**config.mk**
```make
export PLATFORM = sky130hd
export DESIGN_NAME = stream_mux_rr_flat
export DESIGN_NICKNAME = d
export VERILOG_FILES = /design/src/rtl/stream_mux_pkg.sv /design/src/rtl/stream_mux_if.sv /design/src/rtl/rr_arbiter.sv /design/src/rtl/stream_mux_rr.sv /design/src/flat_wrapper.sv
export SDC_FILE = /design/constraint.sdc
export NUM_CORES = 1
export LEC_CHECK = 0
export ABC_AREA = 1
export BUFFER_PORTS_ARGS = -buffer_cell sky130_fd_sc_hd__buf_2
export CAP_MARGIN = 5
export CORE_ASPECT_RATIO = 1.25
export CORE_UTILIZATION = 50
export CTS_CLUSTER_DIAMETER = 120
export CTS_CLUSTER_SIZE = 16
export DETAILED_ROUTE_END_ITERATION = 8
export GPL_TIMING_DRIVEN = 0
export PLACE_DENSITY = 0.88
export SYNTH_ARGS = -nofsm -noshare
export SYNTH_HDL_FRONTEND = slang
export SYNTH_SLANG_ARGS = --single-unit
```
**constraint.sdc**
```tcl
create_clock -name clk -period 4.4 [get_ports clk]
set_input_delay 0.88 -clock clk [delete_from_list [all_inputs] [get_ports clk]]
set_output_delay 0.88 -clock clk [all_outputs]
set_load 0.02 [all_outputs]
```
**src/rtl/stream_mux_pkg.sv**
```systemverilog
// Shared types and helpers for the stream_mux_rr block.
package stream_mux_pkg;

  typedef enum logic {
    MODE_SEL = 1'b0,
    MODE_RR  = 1'b1
  } mode_e;

  // Upper bound on channel count supported by the round-robin helper.
  localparam int unsigned MaxChan = 32;

  // First valid channel scanning upward from last+1, wrapping at n; -1 if none is valid.
  function automatic int rr_pick(input logic [MaxChan-1:0] valid, input int unsigned last,
                                 input int unsigned n);
    int          pick;
    int unsigned idx;
    pick = -1;
    for (int unsigned k = 1; k <= MaxChan; k++) begin
      idx = (last + k) % n;
      if (k <= n && pick < 0 && valid[idx]) pick = int'(idx);
    end
    return pick;
  endfunction

endpackage

```
**src/rtl/stream_mux_if.sv**
```systemverilog
// Handshake bundle for stream_mux_rr: N input streams merged into one output stream.
// With STREAM_MUX_LAST_EN defined, in_last/out_last carry packet boundaries.
interface stream_mux_if #(
  parameter int unsigned N = 4,
  parameter int unsigned W = 8
);
  localparam int unsigned SW = $clog2(N);

  logic [N-1:0]   in_valid;
  logic [N*W-1:0] in_data;
  logic [N-1:0]   in_ready;
  logic [SW-1:0]  sel;
  logic           out_valid;
  logic [W-1:0]   out_data;
  logic [SW-1:0]  out_chan;
  logic           out_ready;
`ifdef STREAM_MUX_LAST_EN
  logic [N-1:0]   in_last;
  logic           out_last;
`endif

  // Producer/consumer side.
  modport master (
    output in_valid, in_data, sel, out_ready,
    input  in_ready, out_valid, out_data, out_chan
`ifdef STREAM_MUX_LAST_EN
    , output in_last, input out_last
`endif
  );

  // Multiplexer side.
  modport slave (
    input  in_valid, in_data, sel, out_ready,
    output in_ready, out_valid, out_data, out_chan
`ifdef STREAM_MUX_LAST_EN
    , input in_last, output out_last
`endif
  );

endinterface

```
**src/rtl/rr_arbiter.sv**
```systemverilog
// N-way round-robin pointer arbiter: combinational pick from the valid vector,
// registered index of the last granted channel. Resets so channel 0 wins first.
module rr_arbiter
  import stream_mux_pkg::*;
#(
  parameter  int unsigned N  = 4,
  localparam int unsigned SW = $clog2(N)
) (
  input  logic          clk,
  input  logic          rst,
  input  logic [N-1:0]  valid,
  input  logic          update,
  input  logic [SW-1:0] upd_idx,
  output logic [SW-1:0] pick
);

  localparam logic [SW-1:0] LastRst = SW'(N - 1);

  logic [SW-1:0] last_q;
  int unsigned   last_u;
  int            pick_raw;

  // Pick is only meaningful when some channel is valid; the caller re-checks valid.
  always_comb begin
    last_u   = 32'(last_q);
    pick_raw = rr_pick(MaxChan'(valid), last_u, N);
    pick     = SW'(pick_raw);
  end

  // Remember the most recently granted channel.
  always_ff @(posedge clk) begin
    if (rst) begin
      last_q <= LastRst;
    end else if (update) begin
      last_q <= upd_idx;
    end
  end

endmodule

```
**src/rtl/stream_mux_rr.sv**
```systemverilog
// N-input stream multiplexer with a registered output slot. Channel choice is
// external (MODE_SEL) or round-robin (MODE_RR). Define STREAM_MUX_LAST_EN to add
// packet locking via in_last/out_last.
module stream_mux_rr
  import stream_mux_pkg::*;
#(
  parameter  int unsigned N    = 4,
  parameter  int unsigned W    = 8,
  parameter  mode_e       MODE = MODE_RR,
  localparam int unsigned SW   = $clog2(N)
) (
  input logic       clk,
  input logic       rst,
  stream_mux_if.slave bus
);

  logic          slot_free;
  logic          cand_ok;
  logic          grant;
  logic [SW-1:0] cand;
  logic [SW-1:0] rr_idx;
  logic [W-1:0]  cand_data;
  logic          cand_last;

  logic          out_valid_q;
  logic [W-1:0]  out_data_q;
  logic [SW-1:0] out_chan_q;
`ifdef STREAM_MUX_LAST_EN
  logic          lock_q;
  logic [SW-1:0] lock_chan_q;
  logic          out_last_q;
`endif

  if (MODE == MODE_RR) begin : g_rr
    rr_arbiter #(
      .N(N)
    ) u_arb (
      .clk    (clk),
      .rst    (rst),
      .valid  (bus.in_valid),
      .update (grant),
      .upd_idx(cand),
      .pick   (rr_idx)
    );
  end else begin : g_sel
    assign rr_idx = '0;
  end

  // Candidate channel selection; an open packet overrides both select modes.
  always_comb begin
    cand = (MODE == MODE_RR) ? rr_idx : bus.sel;
`ifdef STREAM_MUX_LAST_EN
    if (lock_q) cand = lock_chan_q;
`endif
  end

  // Fetch the candidate's beat; an out-of-range select matches nothing and stays idle.
  always_comb begin
    cand_ok   = 1'b0;
    cand_data = '0;
    cand_last = 1'b0;
    for (int i = 0; i < int'(N); i++) begin
      if (cand == SW'(i)) begin
        cand_ok   = bus.in_valid[i];
        cand_data = bus.in_data[i*W +: W];
`ifdef STREAM_MUX_LAST_EN
        cand_last = bus.in_last[i];
`endif
      end
    end
  end

  // Grant and one-hot ready; nothing is accepted while reset is asserted.
  always_comb begin
    slot_free = !out_valid_q || bus.out_ready;
    grant     = slot_free && cand_ok && !rst;
    for (int i = 0; i < int'(N); i++) begin
      bus.in_ready[i] = grant && (cand == SW'(i));
    end
  end

  // Output slot: reload on grant, empty when free with no grant, hold otherwise.
  always_ff @(posedge clk) begin
    if (rst) begin
      out_valid_q <= 1'b0;
      out_data_q  <= '0;
      out_chan_q  <= '0;
    end else if (slot_free) begin
      out_valid_q <= grant;
      if (grant) begin
        out_data_q <= cand_data;
        out_chan_q <= cand;
      end
    end
  end

`ifdef STREAM_MUX_LAST_EN
  // Packet lock: stay on a channel until its last beat has been accepted.
  always_ff @(posedge clk) begin
    if (rst) begin
      lock_q      <= 1'b0;
      lock_chan_q <= '0;
      out_last_q  <= 1'b0;
    end else if (grant) begin
      lock_q      <= !cand_last;
      lock_chan_q <= cand;
      out_last_q  <= cand_last;
    end
  end

  assign bus.out_last = out_last_q;
`else
  logic unused_last;
  assign unused_last = cand_last;
`endif

  assign bus.out_valid = out_valid_q;
  assign bus.out_data  = out_data_q;
  assign bus.out_chan  = out_chan_q;

endmodule

```
**src/flat_wrapper.sv**
```systemverilog
// flat-port wrapper written by rule: the top's interface ports become plain ports
module stream_mux_rr_flat import stream_mux_pkg::*;
#(
  parameter  int unsigned N    = 4,
  parameter  int unsigned W    = 8,
  parameter  mode_e       MODE = MODE_RR,
  localparam int unsigned SW   = $clog2(N)
)
  (clk, rst, bus_in_valid, bus_in_data, bus_sel, bus_out_ready, bus_in_ready, bus_out_valid, bus_out_data, bus_out_chan);
  stream_mux_if #(.N(N), .W(W)) bus_i ();
  input logic clk;
  input logic rst;
  input wire logic [$bits(bus_i.in_valid)-1:0] bus_in_valid;
  input wire logic [$bits(bus_i.in_data)-1:0] bus_in_data;
  input wire logic [$bits(bus_i.sel)-1:0] bus_sel;
  input wire logic [$bits(bus_i.out_ready)-1:0] bus_out_ready;
  output wire logic [$bits(bus_i.in_ready)-1:0] bus_in_ready;
  output wire logic [$bits(bus_i.out_valid)-1:0] bus_out_valid;
  output wire logic [$bits(bus_i.out_data)-1:0] bus_out_data;
  output wire logic [$bits(bus_i.out_chan)-1:0] bus_out_chan;
  assign bus_i.in_valid = bus_in_valid;
  assign bus_i.in_data = bus_in_data;
  assign bus_i.sel = bus_sel;
  assign bus_i.out_ready = bus_out_ready;
  assign bus_in_ready = bus_i.in_ready;
  assign bus_out_valid = bus_i.out_valid;
  assign bus_out_data = bus_i.out_data;
  assign bus_out_chan = bus_i.out_chan;
  stream_mux_rr #(.N(N), .W(W), .MODE(MODE)) u_core (.clk(clk), .rst(rst), .bus(bus_i));
endmodule
```
# == Word-level counts from Yosys, hierarchy flattened ==
# Index checks and enable logic that the tools add are counted.
# word_totals
inputBits,41
regBits,13
# op_classes
n_eq_ne,3
reduce_logical,14
order_cmp,7
n_addsub,4
muxes,20
# op_table
op,count
"less-than comparator 32 x 1 -> 1 bit, second input constant",3
2-to-1 mux 32 bit,3
2-to-1 mux 8 bit,4
"less-than comparator 2 x 6 -> 1 bit, second input constant",4
logical AND 1 bit,9
binary-select mux 1 bit (select 2 bit),4
2-to-1 mux 1 bit,8
"adder 2 x 1 -> 2 bit, second input constant",2
"adder 2 bit, second input constant",2
"equality test 2 bit, second input constant",2
"equality test 2 x 1 -> 1 bit, second input constant",1
zero test 1 bit,2
zero test 2 bit,1
2-to-1 mux 2 bit,1
AND reduction 2 bit,1
logical OR 1 bit,1

# == Depth between registers and ports, before layout ==
# Gate-level depths: netlist of the first run.
# depth
ltp_word,21
mapped_depth,18
ltp_nobuf,15

# == By module ==
# A second synthesis of the first run with hierarchy kept.
# unflattened
cells_unflattened,185
area_unflattened_um2,1152.4
# modules_own_cells
module,seq_area_each_um2,n_inst,area_per_inst_um2,cells_each
stream_mux_rr,220.2,1,834.6,127
rr_arbiter,40.0,1,317.8,58

# == Worst setup path before layout of the first run ==
# No wires, ideal clock.
# synth_timing
path_kind,input -> output
from,in bus_in_valid[1]
to,out bus_in_ready[0]
required_time_ps,3520
t_arrival_ps,2384
stages,11
path_slack_ps,1136
path_buffers,0
path_cell_list,inv_1 -> nand2_1 -> nand3_1 -> nand2_4 -> nor2_8 -> nand3_4 -> a21oi_4 -> nor2_4 -> nand2_4 -> nand3_4 -> nor3_1
# synth_between
elab_chain_len,20
elab_cells_between_ends,29
cone_classes,3 x order compare; 3 x eq/ne; 16 x mux; 7 x reduce/logical
# synth_lines
item,line_no,source
"start, declared",flat_wrapper.sv:13,input wire logic [$bits(bus_i.in_valid)-1:0] bus_in_valid;
binary-select mux 1 bit (select 2 bit),stream_mux_pkg.sv:20,if (k <= n && pick < 0 && valid[idx]) pick = int'(idx);
2-to-1 mux 1 bit (implied by the code),stream_mux_pkg.sv:20,
2-to-1 mux 32 bit,stream_mux_pkg.sv:20,
less-than comparator 32 x 1 -> 1 bit,stream_mux_pkg.sv:20,
logical AND 1 bit,stream_mux_pkg.sv:20,
2-to-1 mux 32 bit,stream_mux_pkg.sv:20,
less-than comparator 32 x 1 -> 1 bit,stream_mux_pkg.sv:20,
logical AND 1 bit,stream_mux_pkg.sv:20,
2-to-1 mux 32 bit,stream_mux_pkg.sv:20,
less-than comparator 32 x 1 -> 1 bit,stream_mux_pkg.sv:20,
logical AND 1 bit,stream_mux_pkg.sv:20,
2-to-1 mux 2 bit,stream_mux_pkg.sv:20,
zero test 2 bit,"stream_mux_rr.sv:63, stream_mux_rr.sv:78",
2-to-1 mux 1 bit (4 in series),stream_mux_rr.sv:63,if (cand == SW'(i)) begin
logical AND 1 bit (2 in series),stream_mux_rr.sv:76,grant = slot_free && cand_ok && !rst;
logical AND 1 bit *,stream_mux_rr.sv:78,bus.in_ready[i] = grant && (cand == SW'(i));
"end, declared",flat_wrapper.sv:17,output wire logic [$bits(bus_i.in_ready)-1:0] bus_in_ready;
# Every way passes the cells marked *; elsewhere a longest branch is shown, timed or not. The select of a mux whose other input is x is not followed.

# == Worst setup path in the final report of the first run ==
# Same ends and word-level chain as after synthesis.

==> results.sh, run 1 <==
export IMPL_outcome="complete, no violations"
export IMPL_gp_congestion=0.838
export IMPL_postCtsHoldBufs=0
export IMPL_syn_avg_cell_area_um2=6.91
export IMPL_setup_tns_final_ns=0
export IMPL_track_usage=0.237
export IMPL_clock_path_buffers=2
export IMPL_yosys_top_cells_count="54 x nand2_1, 38 x nand3_1, 13 x dfxtp_1, 11 x nand2_2, 11 x nand4_1"
export IMPL_wirelength_um=2960
export IMPL_reg2regPathDepth=15
export IMPL_seq_area_um2=260
export IMPL_synth_top_area_frac=0.218
export IMPL_io_buffer_count=53
export IMPL_yosysTopAreaCell="dfxtp_1"
export IMPL_cp_buffers_inverters=3
export IMPL_cap_violations=0
export IMPL_synth_edff_count=0
export IMPL_grt_max_degree=11
export IMPL_min_path_cells=2
export IMPL_cp_data_required_time_ns=3.52
export IMPL_cp_slowest_stage_delay_ns=0.34
export IMPL_use_met1=0.295
export IMPL_r2r_setup_slack_ns=2.34
export IMPL_crit_chain="buf_2 -> inv_1 -> nand2_1 -> nand3_1 -> nand2_4 -> nor2_8 -> nand3_4 -> a21oi_4 -> nor2_4 -> nand2_4 -> nand3_4 -> nor3_1 -> buf_2"
export IMPL_dieArea_um2=2590
export IMPL_overflow=0
export IMPL_h_tree_depth=1
export IMPL_worstPathMaxFanout=10
export IMPL_cts_sinks=13
export IMPL_async_flop_share=0
export IMPL_ctsRootBufferMaster="clkbuf_4"
export IMPL_grt_pass1_vias=1185
export IMPL_cp_num_cells=13
export IMPL_synth_fp_nets=214
export IMPL_vias_per_cell=5.10
export IMPL_ir_drop_mv=0.477
export IMPL_powerDensity_nw_per_um2=859
export IMPL_yosys_warnings=0
export IMPL_tritoncts="done"
export IMPL_fillCellCount=224
export IMPL_fin_nets=272
export IMPL_fin_crit_ns=3.47
export IMPL_cp_data_arrival_time_ns=2.59
export IMPL_area_delta_synth_final_pct=27.6
export IMPL_drc_errors=0
export IMPL_worst_slew_pin_slew_ns=0.349
export IMPL_fin_util=0.683
export IMPL_synth_ff_type="dfxtp_1"
export IMPL_finalClockSkew_ns=0.00571
export IMPL_met2_usage=0.410
export IMPL_hold_start="u_core.bus.out_data[5]"
export IMPL_clock_latency_ns=0.27
export IMPL_synth_seq_cells=13
export IMPL_io_pins=56
export IMPL_postCtsSetupBuffers=0
export IMPL_finalHoldViolations=0
export IMPL_hold_path_end="u_core.bus.out_data[5]"
export IMPL_die_x_um=45.7
export IMPL_core_um2=2230
export IMPL_antenna_found_initial=0
export IMPL_cp_slowest_cell="a21oi_4"
export IMPL_ant_nets=0
export IMPL_setup_viol=0
export IMPL_synthTopCellsByArea="dfxtp_1 22%, nand2_1 17%, nand3_1 16%"
export IMPL_crit_family="simple AND/OR/NAND/NOR gates"
export IMPL_yosysUniqueCellTypes=24
export IMPL_max_freq_mhz=288
export IMPL_wl_per_cell_um=11.3
export IMPL_rsz0062_at_grt="no"
export IMPL_dp_hpwl_um=2380
export IMPL_grt_pass1_wl_um=4680
export IMPL_first_pass_iters=4
export IMPL_post_cts_resized=0
export IMPL_first_iter_violations=40
export IMPL_seq_area_frac_synth=0.218
export IMPL_yosysMostFrequentCell="nand2_1"
export IMPL_worstSetupPathType="input pin to output pin"
export IMPL_synth_cells=173
export IMPL_worst_r2r_startpoint="u_core.g_rr.u_arb.last_q[1]"
export IMPL_fin_hold_ws_ns=0.472
export IMPL_power_leakage_nw=0.848
export IMPL_syn_area_um2=1190
export IMPL_diodes=0
export IMPL_die_h_um=56.7
export IMPL_met3_usage=0.0129
export IMPL_grt_busiest_layer="met2"
export IMPL_numCtsBuffers=3
export IMPL_layout_drive_gt1_share=0.422
export IMPL_relSlewSlack=0.767
export IMPL_fin_crit_sh=0.789
export IMPL_multi_input_area_um2=777
export IMPL_start_util=0.535
export IMPL_vias=1330
export IMPL_slew_violations=0
export IMPL_placementRows=19
export IMPL_min_path_type="flop to flop"
export IMPL_crit_path_start_kind="input pin"
export IMPL_reg2reg_to="u_core.bus.out_data[1]"
export IMPL_endpoint_kind="output pin"
export IMPL_clk_pin_slew_ns=0.07
sequential cells by signal, indices dropped and copies added, names as in the netlist:
name and count:
u_core.bus.out_data 8, u_core.bus.out_chan 2, u_core.g_rr.u_arb.last_q 2, u_core.bus.out_valid 1
tightest hold or removal path, cell delays in order, from the launching register on:
cell and delay, ns:
dfxtp_1 0.31, nand3_1 0.07, nand2_1 0.05
how the worst max path moves through the flow:
stage | to | slack [ns] | from
after global routing | bus_in_ready[0] | 0.81 | bus_in_valid[1]
final | bus_in_ready[0] | 0.93 | bus_in_valid[1]
after global placement | bus_in_ready[3] | 0.99 | bus_in_valid[1]
after floorplan | bus_in_ready[0] | 1.14 | bus_in_valid[1]
after CTS | bus_in_ready[3] | 0.94 | bus_in_valid[1]
after detailed placement | bus_in_ready[3] | 0.94 | bus_in_valid[1]
layout by cell type, fill, tap and decap left out:
cell | synthesis | routed
nor3_1 | 3 | 3
buf_6 | 6 | 6
nor2_8 | 1 | 1
nand2_1 | 54 | 54
nor2_2 | 1 | 1
nor2_1 | 1 | 1
nand3_1 | 38 | 38
inv_1 | 9 | 9
clkbuf_4 | 0 | 3
o21ai_2 | 1 | 1
nand2_4 | 9 | 9
clkinv_4 | 1 | 1
buf_2 | 0 | 53
nand4_1 | 11 | 11
a21oi_4 | 1 | 1
inv_2 | 3 | 3
dfxtp_1 | 13 | 13
clkbuf_1 | 0 | 1
a21oi_1 | 1 | 1
o21bai_1 | 1 | 1
nand3_4 | 2 | 2
o21ai_0 | 1 | 1
buf_4 | 1 | 1
inv_6 | 1 | 1
buf_12 | 1 | 1
nand2_2 | 11 | 11
nor2_4 | 2 | 2
per-stage QoR:
stage / power [mW] / setup slack (ns) / std cells / area [µm²]
finish: 1.31 / 0.928 / 261 / 1530
global route: 1.42 / 0.809 / 261 / 1530
CTS: 1.31 / 0.941 / 261 / 1530
detailed placement: 1.24 / 0.942 / 257 / 1500
global placement: 1.23 / 0.989 / 257 / 1500
floorplan: 1.03 / 1.14 / 173 / 1190
power breakdown:
group / switching (mW) / internal [mW]
logic: 0.669 / 0.382
registers: 0.0264 / 0.162
clock network: 0.0356 / 0.0351
total: 0.731 / 0.579
cells by family (layout without fill, tap and decap cells):
group,after synthesis,after routing,share of synthesized area
buffers and inverters,22,79,0.132
AND/OR/NAND/NOR,133,133,0.615
AO/OA/AOI/OAI,5,5,0.0356
flip-flops,13,13,0.218
layer usage:
metal	vias to the layer above	wire (µm)
li1	686	-
met1	584	1240
met2	51	1500
met3	9	161
met4	0	57
met5	-	0
area by class of cell:
cell class / instances / area share
multi-input combinational: 138 / 0.509
timing repair buffer: 53 / 0.174
sequential: 13 / 0.171
buffer: 8 / 0.0623
inverter: 14 / 0.0410
tap: 31 / 0.0254
clock buffer: 4 / 0.0172
No activity file was read; power rests on OpenSTA's default activity.
==> run 2: changes to the inputs <==
CORE_UTILIZATION = 46   (was 50)
PLACE_DENSITY = 0.82   (was 0.88)
clock period = 3.5 ns   (was 4.4 ns; I/O delays follow)
==> results.sh, run 2 (synthesis results as in run 1) <==
export IMPL_io_pins=56
export IMPL_dieArea_um2=2810
export IMPL_overflow=0
export IMPL_cp_data_required_time_ns=2.80
export IMPL_endpoint_kind="output pin"
export IMPL_ctsRootBufferMaster="clkbuf_4"
export IMPL_diodes=0
export IMPL_cp_slowest_cell="dfxtp_1"
export IMPL_clock_path_buffers=2
export IMPL_core_um2=2450
export IMPL_layout_drive_gt1_share=0.422
export IMPL_cp_buffers_inverters=2
export IMPL_min_path_cells=2
export IMPL_area_delta_synth_final_pct=27.9
export IMPL_first_pass_iters=4
export IMPL_worstPathMaxFanout=10
export IMPL_max_freq_mhz=325
export IMPL_antenna_found_initial=0
export IMPL_min_path_type="flop to flop"
export IMPL_first_iter_violations=40
export IMPL_grt_max_degree=11
export IMPL_fillCellCount=254
export IMPL_dp_cells=259
export IMPL_tritoncts="done"
export IMPL_die_x_um=47.6
export IMPL_track_usage=0.242
export IMPL_layout_commonest_cell="nand2_1"
export IMPL_rsz0062_at_grt="no"
export IMPL_stdcell_count=263
export IMPL_h_tree_depth=1
export IMPL_postCtsSetupBuffers=0
export IMPL_drc_errors=0
export IMPL_vias_per_cell=5.08
export IMPL_crit_chain="inv_2 -> nand2_1 -> nand2_1 -> o21ai_2 -> nand3_4 -> a21oi_4 -> nor2_4 -> nand2_4 -> nand3_4 -> nor3_1 -> buf_2"
export IMPL_grt_pass1_vias=1221
export IMPL_reg2regPathDepth=13
export IMPL_post_cts_resized=0
export IMPL_switching_share=0.560
export IMPL_fin_crit_ns=3.08
export IMPL_finalHoldViolations=0
export IMPL_postCtsHoldBufs=0
export IMPL_design_area_um2=1530
export IMPL_crit_path_start_kind="flop"
export IMPL_die_h_um=59.0
export IMPL_cp_slowest_stage_delay_ns=0.47
export IMPL_power_leakage_nw=0.848
export IMPL_dr_wl_met2_um=1500
export IMPL_seq_area_um2=260
export IMPL_cts_sinks=13
export IMPL_wl_met3_um=129
export IMPL_wl_met1_um=1290
export IMPL_io_buffer_count=53
export IMPL_ir_drop_mv=0.691
export IMPL_sequentialPowerShare=0.143
export IMPL_switching_power_mw=0.927
export IMPL_worst_slew_pin_slew_ns=0.354
export IMPL_r2r_setup_slack_ns=1.42
export IMPL_finalClockSkew_ns=0.00115
export IMPL_setup_tns_final_ns=0
export IMPL_ant_nets=0
export IMPL_worstSetupPathType="flop to output pin"
export IMPL_cap_violations=0
export IMPL_outcome="complete, no violations"
export IMPL_powerDensity_nw_per_um2=1080
export IMPL_vias=1335
export IMPL_wirelength_um=2940
export IMPL_place_area_um2=1500
export IMPL_comb_power_share=0.801
export IMPL_relSlewSlack=0.764
export IMPL_fin_nets=272
export IMPL_top_layer="met4"
export IMPL_fin_ws_ns=0.421
export IMPL_fin_crit_sh=0.880
export IMPL_fin_hold_ws_ns=0.470
export IMPL_multi_input_area_um2=777
export IMPL_wl_per_cell_um=11.2
export IMPL_gp_congestion=0.963
export IMPL_clk_pin_slew_ns=0.08
export IMPL_internal_power_mw=0.728
export IMPL_cp_data_arrival_time_ns=2.38
export IMPL_grt_pass1_wl_um=5130
export IMPL_clock_latency_ns=0.27
export IMPL_setup_viol=0
export IMPL_start_util=0.487
export IMPL_cp_num_cells=11
export IMPL_fin_util=0.623
export IMPL_placementRows=20
export IMPL_numCtsBuffers=3
export IMPL_power_mw=1.66
export IMPL_most_common_layout_cells="54 x nand2_1, 53 x buf_2, 38 x nand3_1, 13 x dfxtp_1"
export IMPL_slew_violations=0
export IMPL_dpl_worst_slack_ns=0.435
export IMPL_dp_hpwl_um=2360
export IMPL_crit_family="simple AND/OR/NAND/NOR gates"
export IMPL_largest_reg_flops=8
export IMPL_pwr_share_clk=0.056
run 2: cell counts in the layout (fill, tap and decap cells not counted):
Identical to the previous run, type by type.
run 2: worst min-delay path: cells and delay by family (launching register included):
family	cells	cell delay [ns]
flip-flops	1	0.31
AND/OR/NAND/NOR	2	0.12
run 2: layer usage:
| metal | global-route usage | vias to the layer above |
|---|---|---|
| met3 | 0.0122 | 4 |
| li1 | - | 690 |
| met5 | 0 | - |
| met4 | 0.0754 | 0 |
| met2 | 0.378 | 42 |
| met1 | 0.354 | 599 |
run 2: path summary, 6_finish.rpt:
check                                            startpoint                endpoint
worst min register to register       u_core.bus.out_chan[1]  u_core.bus.out_chan[1]
worst max register to register  u_core.g_rr.u_arb.last_q[1]  u_core.bus.out_data[0]
worst min-delay path                 u_core.bus.out_chan[1]  u_core.bus.out_chan[1]
worst max-delay path            u_core.g_rr.u_arb.last_q[1]         bus_in_ready[0]
run 2: power by group through the flow:
stage	clock network [mW]	registers, mW	logic, mW
after floorplan	0	0.286	1.00
after global placement	0	0.239	1.31
after detailed placement	0	0.239	1.32
after CTS	0.0951	0.236	1.32
after global routing	0.0994	0.244	1.46
final	0.0929	0.236	1.33
run 2: final cells by class:
type	count	area share
Buffer	8	0.0622
Clock buffer	4	0.0172
Inverter	14	0.0409
Multi-Input combinational cell	138	0.509
Sequential cell	13	0.170
Tap cell	33	0.0270
Timing Repair Buffer	53	0.174
==> run 3: changes to the inputs <==
PLACE_DENSITY = 0.79   (was 0.82)
==> results.sh, run 3 (synthesis results as in run 1) <==
export IMPL_wl_per_cell_um=11.2
export IMPL_clk_pin_slew_ns=0.08
export IMPL_fin_crit_ns=3.13
export IMPL_use_met1=0.300
export IMPL_gp_congestion=0.841
export IMPL_largest_reg_flops=8
export IMPL_endpoint_kind="output pin"
export IMPL_hold_start="u_core.bus.out_data[3]"
export IMPL_first_pass_iters=4
export IMPL_relSlewSlack=0.764
export IMPL_cap_violations=0
export IMPL_grt_pass1_wl_um=4610
export IMPL_most_common_layout_cells="54 x nand2_1, 53 x buf_2, 38 x nand3_1, 13 x dfxtp_1"
export IMPL_drc_errors=0
export IMPL_post_cts_resized=0
export IMPL_wirelength_um=2940
export IMPL_area_delta_synth_final_pct=28.0
export IMPL_ir_drop_mv=0.684
export IMPL_met3_usage=0.0183
export IMPL_fin_crit_sh=0.895
export IMPL_grt_pass1_vias=1144
export IMPL_powerDensity_nw_per_um2=1090
export IMPL_layout_drive_gt1_share=0.426
export IMPL_cts_sinks=13
export IMPL_start_util=0.487
export IMPL_fin_nets=272
export IMPL_core_um2=2450
export IMPL_die_x_um=47.6
export IMPL_antenna_found_initial=0
export IMPL_worst_slew_pin_slew_ns=0.353
export IMPL_rsz0062_at_grt="no"
export IMPL_finalClockSkew_ns=0.00110
export IMPL_worstSetupPathType="flop to output pin"
export IMPL_io_buffer_count=53
export IMPL_hold_path_end="u_core.bus.out_data[3]"
export IMPL_dp_hpwl_um=2280
export IMPL_grt_max_degree=11
export IMPL_reg2reg_to="u_core.bus.out_data[6]"
export IMPL_cp_data_required_time_ns=2.80
export IMPL_grt_busiest_layer="met2"
export IMPL_met2_usage=0.360
export IMPL_tritoncts="done"
export IMPL_reg2regPathDepth=15
export IMPL_layout_commonest_cell="nand2_1"
export IMPL_overflow=0
export IMPL_vias=1327
export IMPL_diodes=0
export IMPL_outcome="complete, no violations"
export IMPL_worstPathMaxFanout=10
export IMPL_numCtsBuffers=3
export IMPL_clock_latency_ns=0.28
export IMPL_vias_per_cell=5.05
export IMPL_track_usage=0.224
export IMPL_setup_viol=0
export IMPL_finalHoldViolations=0
export IMPL_postCtsSetupBuffers=0
export IMPL_slew_violations=0
export IMPL_placementRows=20
export IMPL_ant_nets=0
export IMPL_min_path_cells=2
export IMPL_h_tree_depth=1
export IMPL_io_pins=56
export IMPL_ctsRootBufferMaster="clkbuf_4"
export IMPL_die_h_um=59.0
export IMPL_first_iter_violations=29
export IMPL_worst_r2r_startpoint="u_core.g_rr.u_arb.last_q[1]"
export IMPL_min_path_type="flop to flop"
export IMPL_power_leakage_nw=0.851
export IMPL_r2r_setup_slack_ns=1.41
export IMPL_cp_data_arrival_time_ns=2.43
export IMPL_max_freq_mhz=319
export IMPL_postCtsHoldBufs=0
export IMPL_setup_tns_final_ns=0
export IMPL_crit_path_start_kind="flop"
export IMPL_dieArea_um2=2810
export IMPL_fin_util=0.623
export IMPL_startpoint="u_core.g_rr.u_arb.last_q[1]"
export IMPL_clock_path_buffers=2
-- run 3: changes by cell type in the layout (fill, tap and decap cells not counted) --
cell	change
clkinv_2	+1
clkbuf_1	-1
-- run 3: metal layers --
| layer | vias up | part of all wire |
|---|---|---|
| met5 | - | 0 |
| met4 | 0 | 0.023 |
| met3 | 9 | 0.049 |
| met2 | 38 | 0.46 |
| met1 | 590 | 0.46 |
| li1 | 690 | - |
-- run 3: final cells by class --
| cell class | instances | area (µm²) |
|---|---|---|
| inverter | 14 | 62.6 |
| timing repair buffer | 53 | 265 |
| multi-input combinational | 138 | 777 |
| buffer | 8 | 95.1 |
| fill | 253 | 923 |
| sequential | 13 | 260 |
| clock inverter | 1 | 5.00 |
| tap | 33 | 41.3 |
| clock buffer | 3 | 22.5 |
-- run 3: through the flow --
step,cell area [µm²],setup slack (ns),hold slack [ns],total power [mW],instances
floorplan,1190,0.596,0.545,1.29,173
global placement,1500,0.415,0.456,1.55,259
detailed placement,1500,0.419,0.457,1.56,259
CTS,1530,0.375,0.475,1.66,263
global route,1530,0.186,0.503,1.80,263
finish,1530,0.367,0.473,1.66,263
-- run 3: power breakdown --
group / internal [mW] / total, mW / switching (mW)
logic: 0.481 / 1.33 / 0.850
clock network: 0.0425 / 0.0968 / 0.0543
registers: 0.204 / 0.237 / 0.0338
-- run 3: how the worst max path moves through the flow --
stage                            endpoint  depth (start not counted)  slack (ns)
after floorplan           bus_in_ready[0]                         11        0.60
after global placement    bus_in_ready[1]                         13        0.42
after detailed placement  bus_in_ready[1]                         13        0.42
after CTS                 bus_in_ready[1]                         13        0.37
after global routing      bus_in_ready[1]                         13        0.19
final                     bus_in_ready[1]                         13        0.37
-- run 3: worst max-delay path, cell delays in order, from the launching register on --
cell and delay [ns]:
dfxtp_1 0.47, inv_2 0.10, nand2_1 0.07, nand2_1 0.11, nand2_2 0.12, nand2_4 0.07, nor2_8 0.11, nand3_4 0.08
a21oi_4 0.35, nor2_4 0.07, nand2_4 0.10, nand3_4 0.11, nor3_1 0.18, buf_2 0.20
